[src/rtl/mcu_pkg.sv]
// rtl/mcu_pkg.sv - shared state and mux-select encodings for the MCU sequencer
package mcu_pkg;

    typedef enum logic [2:0] {
        ST_IDLE  = 3'd0,
        ST_LOAD  = 3'd1,
        ST_RD    = 3'd2,
        ST_WAIT  = 3'd3,
        ST_SHIFT = 3'd4,
        ST_WR    = 3'd5,
        ST_DONE  = 3'd6
    } mcu_state_e;

    localparam logic SEL_HOST = 1'b0;
    localparam logic SEL_CONV = 1'b1;
    localparam logic HALF_LO  = 1'b0;
    localparam logic HALF_HI  = 1'b1;

endpackage

[src/rtl/mcu_sequencer.sv]
// rtl/mcu_sequencer.sv - control FSM sequencing host LOAD batches and row-by-row convolution RUN
module mcu_sequencer
    import mcu_pkg::*;
#(
    parameter int N           = 2,
    parameter int BITS_IMAGEN = 8,
    parameter int BITS_ADDR   = 10,
    parameter int RD_LAT      = 1
) (
    input  logic                 i_clk,
    input  logic                 i_rst,
    input  logic [BITS_ADDR-1:0] i_length,
    input  logic                 i_load,
    input  logic                 i_valid,
    input  logic                 i_run,
    output logic                 o_inputCtrl,
    output logic                 o_memCtrl,
    output logic                 o_convCtrl,
    output logic [BITS_ADDR-1:0] o_rd_addr,
    output logic [BITS_ADDR-1:0] o_wr_addr,
    output logic                 o_we,
    output logic                 o_conv_en,
    output logic                 o_busy,
    output logic                 o_done
);

    localparam int         WORD_W    = (N + 2) * BITS_IMAGEN;
    localparam logic [1:0] WAIT_LAST = 2'(RD_LAT - 1);

    mcu_state_e           state_q, state_d;
    logic [BITS_ADDR-1:0] r_q, r_d;
    logic [BITS_ADDR-1:0] len_q, len_d;
    logic                 h_q, h_d;
    logic [1:0]           wcnt_q, wcnt_d;
    logic [BITS_ADDR-1:0] last_row;

    // L=0 wraps to all ones here, which makes it behave as a 2**BITS_ADDR-row image
    assign last_row = len_q - BITS_ADDR'(1);

    always_ff @(posedge i_clk or posedge i_rst) begin
        if (i_rst) begin
            state_q <= ST_IDLE;
            r_q     <= '0;
            len_q   <= '0;
            h_q     <= HALF_LO;
            wcnt_q  <= '0;
        end else begin
            state_q <= state_d;
            r_q     <= r_d;
            len_q   <= len_d;
            h_q     <= h_d;
            wcnt_q  <= wcnt_d;
        end
    end

    always_comb begin
        state_d     = state_q;
        r_d         = r_q;
        len_d       = len_q;
        h_d         = h_q;
        wcnt_d      = wcnt_q;
        o_inputCtrl = SEL_HOST;
        o_memCtrl   = HALF_LO;
        o_convCtrl  = 1'b0;
        o_rd_addr   = '0;
        o_wr_addr   = '0;
        o_we        = 1'b0;
        o_conv_en   = 1'b0;
        o_done      = 1'b0;
        o_busy      = (state_q != ST_IDLE);

        case (state_q)
            ST_IDLE: begin
                if (i_load) begin
                    state_d = ST_LOAD;
                    r_d     = '0;
                    len_d   = i_length;
                end else if (i_run) begin
                    state_d = ST_RD;
                    r_d     = '0;
                    len_d   = i_length;
                end
            end
            ST_LOAD: begin
                o_inputCtrl = SEL_HOST;
                o_memCtrl   = h_q;
                if (i_valid) begin
                    o_we      = 1'b1;
                    o_wr_addr = r_q;
                    r_d       = r_q + BITS_ADDR'(1);
                    if (r_q == last_row) begin
                        state_d = ST_DONE;
                        h_d     = ~h_q;
                    end
                end
            end
            ST_RD: begin
                o_convCtrl = h_q;
                o_rd_addr  = r_q;
                wcnt_d     = '0;
                state_d    = ST_WAIT;
            end
            ST_WAIT: begin
                o_convCtrl = h_q;
                o_rd_addr  = r_q;
                if (wcnt_q == WAIT_LAST) begin
                    state_d = ST_SHIFT;
                end else begin
                    wcnt_d = wcnt_q + 2'd1;
                end
            end
            ST_SHIFT: begin
                o_convCtrl = h_q;
                o_conv_en  = 1'b1;
                // a full 3-row window exists only once rows r-2..r have been shifted in
                if (r_q >= BITS_ADDR'(2)) begin
                    state_d = ST_WR;
                end else begin
                    r_d     = r_q + BITS_ADDR'(1);
                    state_d = ST_RD;
                end
            end
            ST_WR: begin
                o_convCtrl  = h_q;
                o_inputCtrl = SEL_CONV;
                o_memCtrl   = ~h_q;
                o_we        = 1'b1;
                o_wr_addr   = r_q - BITS_ADDR'(1);
                if (r_q == last_row) begin
                    state_d = ST_DONE;
                end else begin
                    r_d     = r_q + BITS_ADDR'(1);
                    state_d = ST_RD;
                end
            end
            ST_DONE: begin
                o_done  = 1'b1;
                state_d = ST_IDLE;
            end
            default: begin
                state_d = ST_IDLE;
            end
        endcase
    end

endmodule

[config.mk]
export PLATFORM = sky130hd
export DESIGN_NAME = mcu_sequencer
export DESIGN_NICKNAME = d
export VERILOG_FILES = /design/src/rtl/mcu_pkg.sv /design/src/rtl/mcu_sequencer.sv
export SDC_FILE = /design/constraint.sdc
export NUM_CORES = 1
export LEC_CHECK = 0
export ABC_AREA = 1
export CAP_MARGIN = 40
export CORE_MARGIN = 2
export CORE_UTILIZATION = 50
export DETAILED_ROUTE_END_ITERATION = 8
export DONT_BUFFER_PORTS = 1
export GPL_TIMING_DRIVEN = 1
export PLACE_DENSITY = 0.65
export SYNTH_ARGS = -nofsm -noshare
export SYNTH_HDL_FRONTEND = slang
export SYNTH_SLANG_ARGS = --single-unit
[constraint.sdc]
create_clock -name i_clk -period 3.95 [get_ports i_clk]
set_clock_uncertainty 0.1 [all_clocks]
set_input_delay 0.79 -clock i_clk [delete_from_list [all_inputs] [get_ports i_clk]]
set_output_delay 0.79 -clock i_clk [all_outputs]
set_load 0.02 [all_outputs]
==> parameters.txt <==
Parameter                              Value

Status
  Run status    finished clean

Clock network
  Count of hold-fix buffers inserted at cts    0
  TritonCTS buffer count    3
  Count of instances resized after the clock tree is built    0
  Buffer type at the clock tree root    sky130_fd_sc_hd__clkbuf_8
  Clock transition at the registers of the reported paths    0.09 ns
  CTS H-tree depth    1
  Clock Sinks    26
  TritonCTS clock tree    built
  Deepest clock path buffer count    2
  Total setup buffers inserted after CTS    0
  Clock latency reported for the late side of the worst-skew pair    approximately 0.27 ns

STA
  Count of pins over their slew limit    0
  Maximum achievable frequency    approximately 310 MHz
  Worst hold slack across all endpoints    0.3453 ns
  Worst slew pin tran    0.8553 ns
  Number of hold-slack violations in the final timing report    0
  # setup viols final    0
  PnR worst setup slack    0.7031 ns
  Unrepaired setup endpoints after global routing    false
  Summed negative setup slack over all endpoints    0 ns
  Final cycle utilization of the critical path    0.8220
  Headroom to the max-slew limit    0.4280
  Minimum period implied by the final worst setup slack    between 3 and 4 ns

Routing
  Detail-routed via count per cell    5.501
  Remaining number of nets flagged by the antenna check after routing    0
  Met1 Wirelength    approximately 2500 um
  Number of vias after detailed routing    2151
  Total length of routed wires    5655 um
  Starting DRT DRC Count    212
  Iteration count of the initial detailed-routing pass    4
  Detailed-routed wire length on met3    440 um
  Per-cell routed wire length    14.46 um
  Met2 wirelength from detailed routing    2679 um
  DRC violation count after routing    0
  Highest metal used    met4

Setup path
  Kind of start point of the critical path    flop
  Crit Path Category    reg -> out
  Worst Setup End Kind    output pin
  Data arrival time at the worst-slack endpoint    2.36 ns
  Worst-case reg-to-reg path depth    12
  Worst reg2reg path startpoint    len_q[0]
  Data required time of the worst path    between 3 and 4 ns
  Worst setup path startpoint    state_q[0]
  Biggest fanout along the worst timing path    9

Floorplan
  Boundary Pins    42
  Die area    0.004965 mm2
  Die extent in x    approximately 70 um
  Die Span Y    70.46 um
  Number of placement rows    24
  Area of the core    0.004294 mm2
  Effective utilization at floorplan    0.5143

Finish
  Fraction of final layout cells sized beyond drive strength 1    0.07080
  Number of diodes added for antenna fixing    0
  # nets final    around 360
  Synth-to-Final Area Change    1.813%

Pwr
  Areal power density over the cells    189.3 mW/mm2
  Cell leakage power    1.164 nW
  Worst vdd ir    0.1182 mV

Placement
  Buffers on Ports    0
  Gpl congestion    0.9243
  Setup slack after placement    approximately 1.0 ns
  Dpl hpwl    4438 um

Synth
  Fraction of synthesized cell area taken by the top area cell type    0.2946
  Share of the yosys chip area belonging to registers    0.2946
  Count of mapped cells out of synthesis    347
  Synth unique cells    33
  Top area cells in the synthesized netlist    sky130_fd_sc_hd__dfrtp_1 (29%), sky130_fd_sc_hd__nand2_1 (16%), sky130_fd_sc_hd__nor2_1 (8.8%)
  Cell area after technology mapping    0.002208 mm2
  Seq cells post-synth    26
  Syn_nets    367
  Synth warn    0
  Cell taking the most area after synthesis    sky130_fd_sc_hd__dfrtp_1
  Synthesized area per cell    6.364 um2

Global routing
  Pin count of the biggest net entering global routing    18
  Wire length of the first global-routing pass    approximately 10000 um
  Total global-route track usage    0.2476
  Total overflow reported by the global router    0
  Vias in the first global route    between 2000 and 2500
  Number of antenna violations at the first check in global routing    0

Flow run
  Number of maximum-capacitance constraint violations    0

Min path
  Kind of path behind the tightest hold check    in -> async
## routing by layer
metal,up-vias,global-route usage
met3,10,0.05916
met4,0,0.07692
li1,1096,-
met5,-,0
met1,982,0.3222
met2,63,0.4046
## worst max-delay path, stage by stage, from the launching register on
cell	delay [ns]
sky130_fd_sc_hd__dfrtp_1	0.45
sky130_fd_sc_hd__inv_2	0.04
sky130_fd_sc_hd__nor2_1	0.11
sky130_fd_sc_hd__inv_2	0.08
sky130_fd_sc_hd__nor2_4	0.28
sky130_fd_sc_hd__clkinv_1	0.33
sky130_fd_sc_hd__o32ai_1	0.79
## cells in the final DEF, fill, tap and decap left out, types with 2 or more instances in the layout
cell type	netlist	layout
sky130_fd_sc_hd__ha_1	5	5
sky130_fd_sc_hd__o22ai_1	6	6
sky130_fd_sc_hd__inv_1	43	43
sky130_fd_sc_hd__clkbuf_8	1	3
sky130_fd_sc_hd__a21oi_1	16	16
sky130_fd_sc_hd__o21ai_0	6	6
sky130_fd_sc_hd__nor3_1	5	5
sky130_fd_sc_hd__inv_2	8	8
sky130_fd_sc_hd__nor2_4	2	2
sky130_fd_sc_hd__mux2_2	3	3
sky130_fd_sc_hd__o32ai_1	2	2
sky130_fd_sc_hd__nor2_2	2	2
sky130_fd_sc_hd__nor2_1	52	52
sky130_fd_sc_hd__nand4_1	17	17
sky130_fd_sc_hd__nand3_1	28	28
sky130_fd_sc_hd__xnor2_1	3	3
sky130_fd_sc_hd__nand2_1	93	93
sky130_fd_sc_hd__xor2_1	6	6
sky130_fd_sc_hd__or2_1	2	2
sky130_fd_sc_hd__dfrtp_1	26	26
## final timing paths
kind                                 to  slack, ns
setup / recovery           o_wr_addr[4]       0.70
hold / removal               state_q[1]       0.35
setup reg to reg                 r_q[9]       1.42
hold reg to reg                     h_q       0.37
max in group asynchronous      len_q[5]       2.92
min in group i_clk                  h_q       0.37
## cells in the mapped netlist (all sizes together)
library cell,n
a211oi,1
buf,10
nand3,29
clkbuf,3
nor2,56
nand4,17
a21oi,16
xor2,6
xnor2,3
or2,3
nand2,93
o32ai,2
a31oi,1
a32o,1
inv,51
ha,5
nor3,5
clkinv,1
o31ai,1
o21ai,7
o22ai,6
o2111ai,1
mux2,3
dfrtp,26
## sequential cells by signal (all words and copies together) (netlist names)
register / cells
r_q: 10
wcnt_q: 2
h_q: 1
state_q: 3
len_q: 10
## stage by stage
| step | instance area [um2] | instances | utilization | power [mW] |
|---|---|---|---|---|
| 4_1_cts | 2248 | 391 | 0.5236 | 0.4316 |
| 6_report | 2248 | 391 | 0.5236 | 0.4256 |
| 2_1_floorplan | 2208 | 347 | - | 0.2752 |
| 3_3_place_gp | 2192 | 387 | 0.5105 | 0.2770 |
| 5_1_grt | 2248 | 391 | 0.5236 | 0.4415 |
| 3_5_place_dp | 2207 | 388 | 0.5140 | 0.2789 |
## cell families after synthesis
kind of cell,synth area share
flops,0.2946
fa+ha+maj,0.02833
simple gates,0.3983
xor+xnor,0.03570
compound gates,0.09916
mux,0.01530
buf+inv,0.1286
## power breakdown
group,leakage [nW],internal (mW),switching (mW)
logic,0.834,0.00153,0.00548
registers,0.308,0.266,0
clock network,0.0216,0.0684,0.0842
total,1.16,0.336,0.0897
## area by class of cell
cell class / instances / area [um2]
Clock buffer: 3 / 41.29
Fill cell: 460 / 2046
Inverter: 52 / 195.2
Multi-Input combinational cell: 256 / 1274
Sequential cell: 26 / 650.6
Tap cell: 52 / 65.06
Timing Repair Buffer: 2 / 22.52
No activity file was read; power rests on OpenSTA's default activity.
==> RTL edit 1 (same settings) <==
Encoding of `mcu_state_e`: now Gray code (3 bits for 7 states).
--- a/src/rtl/mcu_pkg.sv
+++ b/src/rtl/mcu_pkg.sv
@@ -4,9 +4,9 @@
     typedef enum logic [2:0] {
-        ST_IDLE  = 3'd0,
-        ST_LOAD  = 3'd1,
-        ST_RD    = 3'd2,
-        ST_WAIT  = 3'd3,
-        ST_SHIFT = 3'd4,
-        ST_WR    = 3'd5,
-        ST_DONE  = 3'd6
+        ST_IDLE  = 3'b000,
+        ST_LOAD  = 3'b001,
+        ST_RD    = 3'b011,
+        ST_WAIT  = 3'b010,
+        ST_SHIFT = 3'b110,
+        ST_WR    = 3'b111,
+        ST_DONE  = 3'b101
     } mcu_state_e;
Check against the original RTL: no difference found for any inputs over 10 cycles, from zero or initial values and one cycle with i_rst high; not proved beyond that.
==> RTL edit 1 against the unedited design <==
- sequential cell count stayed put
- total power up 18%
- critical endpoint is now o_wr_addr[9]
- design area grew 5.8%
- routed wire length grew 6.9%
- critical path type unchanged
- global-route usage up 0.065 points
- synthesized area is 3.8% higher
- worst setup slack improved by 0.15 ns
- hold slack got worse by 0.057 ns
- highest routed layer unchanged
==> RTL edit 1: results (changes against the unedited design) <==
slowest stage delay, CP -> 0.62 ns (-0.17 ns)
post-place setup slack -> 1.17 ns (+0.131 ns)
vias in the first global route -> 2114 (+1.1%)
largest net degree at the start of global routing -> 19 (+1)
post-synthesis xor/xnor area fraction -> 0.0344 (-0.00131)
headroom to the max-slew limit -> 0.377 (-0.0513)
R2R setup slack -> 1.55 ns (+0.13 ns)
first-pass GRT wire length -> 10000 um (+2.5%)
crit path max fanout -> 10 (+1)
Switch Pwr -> 0.0975 mW (+8.7%)
reg-to-reg startpoint -> r_q[0]
Synth cell types -> 32 (-3.0%)
HPWL Detailed -> 4680 um (+5.4%)
worst r2r dst -> r_q[0]
Final nets -> 373 (+3.3%)
routed length per placed instance -> 15.0 um (+3.5%)
Synth area leaders -> dfrtp_1 (28%), nand2_1 (18%), nor2_1 (7.9%)
Seq/Total Area, Yosys -> 0.284 (-0.0108)
Post-Syn Area per Cell -> 6.35 um^2 (-0.23%)
DR iter-0 viols -> 201 (-5.2%)
status -> finished clean
Peak VDD IR -> 108 uV (-8.6%)
P_leak -> 1.17 nW (+0.36%)
synthesized-area fraction occupied by adder cells -> 0.0273 (-0.00104)
placed cells -> 400 (+3.1%)
mux share of post-synthesis cell area -> 0.0147 (-0.000559)
Compound-Gate Fraction of Synth Area -> 0.103 (+0.00347)
drt total wl -> 6050 um (+6.9%)
syn nets -> 381 (+3.8%)
most frequent cells after synthesis -> nand2_1 (109), nor2_1 (48), inv_1 (45)
worst hold slack -> 0.289 ns (-0.0566 ns)
placer congestion estimate -> 0.942 (+1.9%)
-- RTL edit 1: cell types whose count changed after synthesis, moves of 3 or more --
cell / delta
nand2_1: +16
nand3_1: -9
nor2_1: -4
nor3_1: +4
o21ai_0: +4
clkbuf_1: +3
nand3b_1: +3
nand4_1: -3
-- RTL edit 1: area by class of cell --
class	count	area [um^2]
Clock buffer	3	41.3
Clock inverter	1	30.0
Fill cell	455	2010
Inverter	53	199
Multi-Input combinational cell	268	1370
Sequential cell	26	651
Tap cell	52	65.1
Timing Repair Buffer	1	27.5
-- RTL edit 1: stage by stage --
step | power [mW] | instance area [um^2]
4_1_cts | 0.509 | 2380
3_3_place_gp | 0.277 | 2280
3_5_place_dp | 0.280 | 2310
5_1_grt | 0.521 | 2380
6_report | 0.502 | 2380
2_1_floorplan | 0.275 | 2290
-- RTL edit 1: power by group through the flow --
stage | logic, mW | clock network [mW] | registers, mW
2_1_floorplan | 0.00407 | 0 | 0.271
3_3_place_gp | 0.00589 | 0 | 0.271
3_5_place_dp | 0.00929 | 0 | 0.271
4_1_cts | 0.00927 | 0.234 | 0.266
5_1_grt | 0.0103 | 0.244 | 0.266
6_report | 0.00880 | 0.227 | 0.266
-- RTL edit 1: worst max path at each step --
| stage | start | endpoint | slack [ns] |
|---|---|---|---|
| 2_1_floorplan | r_q[2] | o_wr_addr[9] | 1.34 |
| 3_5_place_dp | r_q[2] | o_wr_addr[9] | 1.17 |
| 6_report | r_q[2] | o_wr_addr[9] | 0.85 |
| 3_3_place_gp | r_q[2] | o_wr_addr[9] | 1.21 |
| 4_1_cts | r_q[2] | o_wr_addr[9] | 0.86 |
| 5_1_grt | r_q[2] | o_wr_addr[9] | 0.64 |
-- RTL edit 1: routing by layer --
metal / global-route usage / vias up / wire length (um)
met2: 0.421 / 77 / 2870
met1: 0.325 / 1056 / 2680
met3: 0.0450 / 8 / 417
li1: - / 1126 / -
met4: 0.0692 / 0 / 82
met5: 0 / - / 0
-- RTL edit 1: worst register-to-register path, delay by kind of cell (launching register included) --
kind	cells	cell delay, ns
buffers and inverters	1	0.14
adder cells (fa/ha/maj)	1	0.26
flip-flops	1	0.54
AND/OR/NAND/NOR	3	0.45
AO/OA/AOI/OAI	1	0.80
-- RTL edit 1: kinds of logic (layout without fill, tap and decap cells) --
| kind of cell | Yosys count | count (layout) |
|---|---|---|
| fa+ha+maj | 5 | 5 |
| simple gates | 214 | 214 |
| compound gates | 37 | 37 |
| flops | 26 | 26 |
| mux | 3 | 3 |
| xor+xnor | 9 | 9 |
| buf+inv | 67 | 58 |
==> RTL edit 2 (same settings) <==
Without the edit above. Set the parameter `BITS_ADDR` to 11 (it was 10).
--- a/src/rtl/mcu_sequencer.sv
+++ b/src/rtl/mcu_sequencer.sv
@@ -6,3 +6,3 @@
     parameter int BITS_IMAGEN = 8,
-    parameter int BITS_ADDR   = 10,
+    parameter int BITS_ADDR   = 11,
     parameter int RD_LAT      = 1
Ports: changed (resized i_length, o_rd_addr and o_wr_addr); port bits go from 42 to 45. The function was not compared with the original's and may differ.
==> RTL edit 2 against the unedited design <==
- worst setup slack better by 0.10 ns
- total power rose by 26%
- count of clock-buffer cells in the layout unchanged
- design area increased by 11%
- sequential cell count increased by 2
- non-clock buffer count is 3 higher
- routed wire length up 12%
- sequential power up 7.5%
- synthesized area grew 8.0%
- largest power group unchanged
- highest routed layer unchanged
==> RTL edit 2: results (changes against the unedited design) <==
Int Power -> 0.426 mW (+27%)
most frequent cells after synthesis -> nand2_1 (86), nor2_1 (62), inv_1 (37)
headroom to the max-slew limit -> 0.445 (+0.0168)
GR Util All Layers -> 0.250 (+0.00227)
Yosys warning count -> 0 (unchanged)
routed length per placed instance -> 15.5 um (+7.0%)
Post-CTS Resized -> 0 (unchanged)
placer congestion estimate -> 0.940 (+1.7%)
number of antenna violations at the first check in global routing -> 0 (unchanged)
clock slew at reported path FFs -> 0.10 ns
R2R setup slack -> 1.57 ns (+0.15 ns)
fillers -> 468 (+1.7%)
most common flop cell mapped by yosys -> dfrtp_1
input/output buffers -> 0 (unchanged)
fin crit period -> 3.15 ns (-0.101 ns)
synthesized-area fraction occupied by adder cells -> 0.0262 (-0.00210)
CTS H-Tree Depth -> 1 (unchanged)
post-place setup slack -> 1.16 ns (+0.119 ns)
CTS Buf Count -> 3 (unchanged)
crit path max fanout -> 11 (+2)
P_leak -> 1.20 nW (+3.4%)
Top Registers -> len_q (11), r_q (11), state_q (3)
Peak VDD IR -> 132 uV (+12%)
first-pass GRT wire length -> 10400 um (+5.8%)
DR iter-0 viols -> 93 (-56%)
vias in the first global route -> 2225 (+6.4%)
Vias/cell -> 5.73 (+4.1%)
Post-CTS Setup Bufs -> 0 (unchanged)
syn nets -> 382 (+4.1%)
status -> finished clean
antenna fix cells -> 0 (unchanged)
share of cells above drive strength 1 -> 0.0930 (+0.0222)
largest net degree at the start of global routing -> 21 (+3)
slowest stage delay, CP -> 0.77 ns (-0.02 ns)
Placed Area -> 2430 um^2 (+10%)
HP Class -> in2async
DRT Pass-1 Iters -> 4 (unchanged)
mux share of post-synthesis cell area -> 0.00944 (-0.00585)
clk buf depth -> 2 (unchanged)
root buf cell -> clkbuf_8
clock latency on the worst-skew pair -> 0.29 ns (+0.02 ns)
Synth async-reset ratio -> 1.00 (unchanged)
slowest CP cell -> o32ai_1
Synth cell types -> 37 (+12%)
Compound-Gate Fraction of Synth Area -> 0.0934 (-0.00576)
Seq/Total Area, Yosys -> 0.294 (-0.000809)
HPWL Detailed -> 4890 um (+10%)
critical path arrival -> 2.26 ns (-0.10 ns)
Synth area leaders -> dfrtp_1 (29%), nand2_1 (14%), nor2_1 (9.8%)
post-synthesis xor/xnor area fraction -> 0.0477 (+0.0120)
RTL edit 2: changes by cell type after synthesis, moves of 3 or more:
| cell | before | now |
|---|---|---|
| buf_2 | 6 | 9 |
| inv_1 | 43 | 37 |
| nand2_1 | 93 | 86 |
| nand3_1 | 28 | 24 |
| nand4_1 | 17 | 20 |
| nor2_1 | 52 | 62 |
| nor4_1 | 0 | 3 |
| xnor2_1 | 3 | 6 |
RTL edit 2: final timing paths:
| check | end | start | cells after the start |
|---|---|---|---|
| hold / removal | len_q[10] | i_rst | 1 |
| min in group i_clk | wcnt_q[0] | wcnt_q[0] | 1 |
| max in group asynchronous | r_q[1] | i_rst | 3 |
| setup / recovery | o_wr_addr[3] | state_q[0] | 6 |
| setup reg to reg | r_q[5] | len_q[0] | 14 |
| hold reg to reg | wcnt_q[0] | wcnt_q[0] | 1 |
RTL edit 2: cell families (layout without fill, tap and decap cells):
group	Yosys count	in the layout
AOI/OAI and AO/OA	37	37
xor gates and xnor gates	13	13
adders and majority gates	5	5
buffers and inverters	60	54
DFF	28	28
muxes	2	2
and+or+nand+nor	216	216
RTL edit 2: power groups by stage:
stage | clock network (mW) | logic [mW] | registers [mW]
floorplan | 0 | 0.00445 | 0.292
global placement | 0 | 0.00729 | 0.292
detailed placement | 0 | 0.0108 | 0.292
CTS | 0.245 | 0.0109 | 0.286
global route | 0.252 | 0.0114 | 0.287
finish | 0.239 | 0.0102 | 0.286
RTL edit 2: metrics by stage:
stage	cells	util	power [mW]	hold slack, ns
floorplan	361	-	0.297	0.358
global placement	404	0.515	0.299	0.385
detailed placement	405	0.521	0.303	0.391
CTS	409	0.536	0.542	0.354
global route	409	0.536	0.550	0.366
finish	409	0.536	0.536	0.330
RTL edit 2: layout make-up:
cell class / instances / area [um^2] / share of cell area
inverter: 45 / 169 / 0.0676
tap: 54 / 67.6 / 0.0270
multi-input combinational: 273 / 1430 / 0.573
sequential: 28 / 701 / 0.280
timing repair buffer: 5 / 57.6 / 0.0230
clock buffer: 3 / 41.3 / 0.0165
clock inverter: 1 / 30.0 / 0.0120
RTL edit 2: worst max-delay path, delay by kind of cell, from the launching register on:
family / cells / cell delay, ns
compound gates: 1 / 0.77
flops: 1 / 0.49
buf+inv: 3 / 0.39
simple gates: 2 / 0.30
RTL edit 2: routing by layer:
metal  track usage  part of all wire  vias to the layer above
met5             0                 0                        -
met4        0.0864             0.021                        0
met3        0.0359             0.040                       12
met2         0.424              0.49                       61
met1         0.322              0.45                     1102
li1              -                 -                     1168
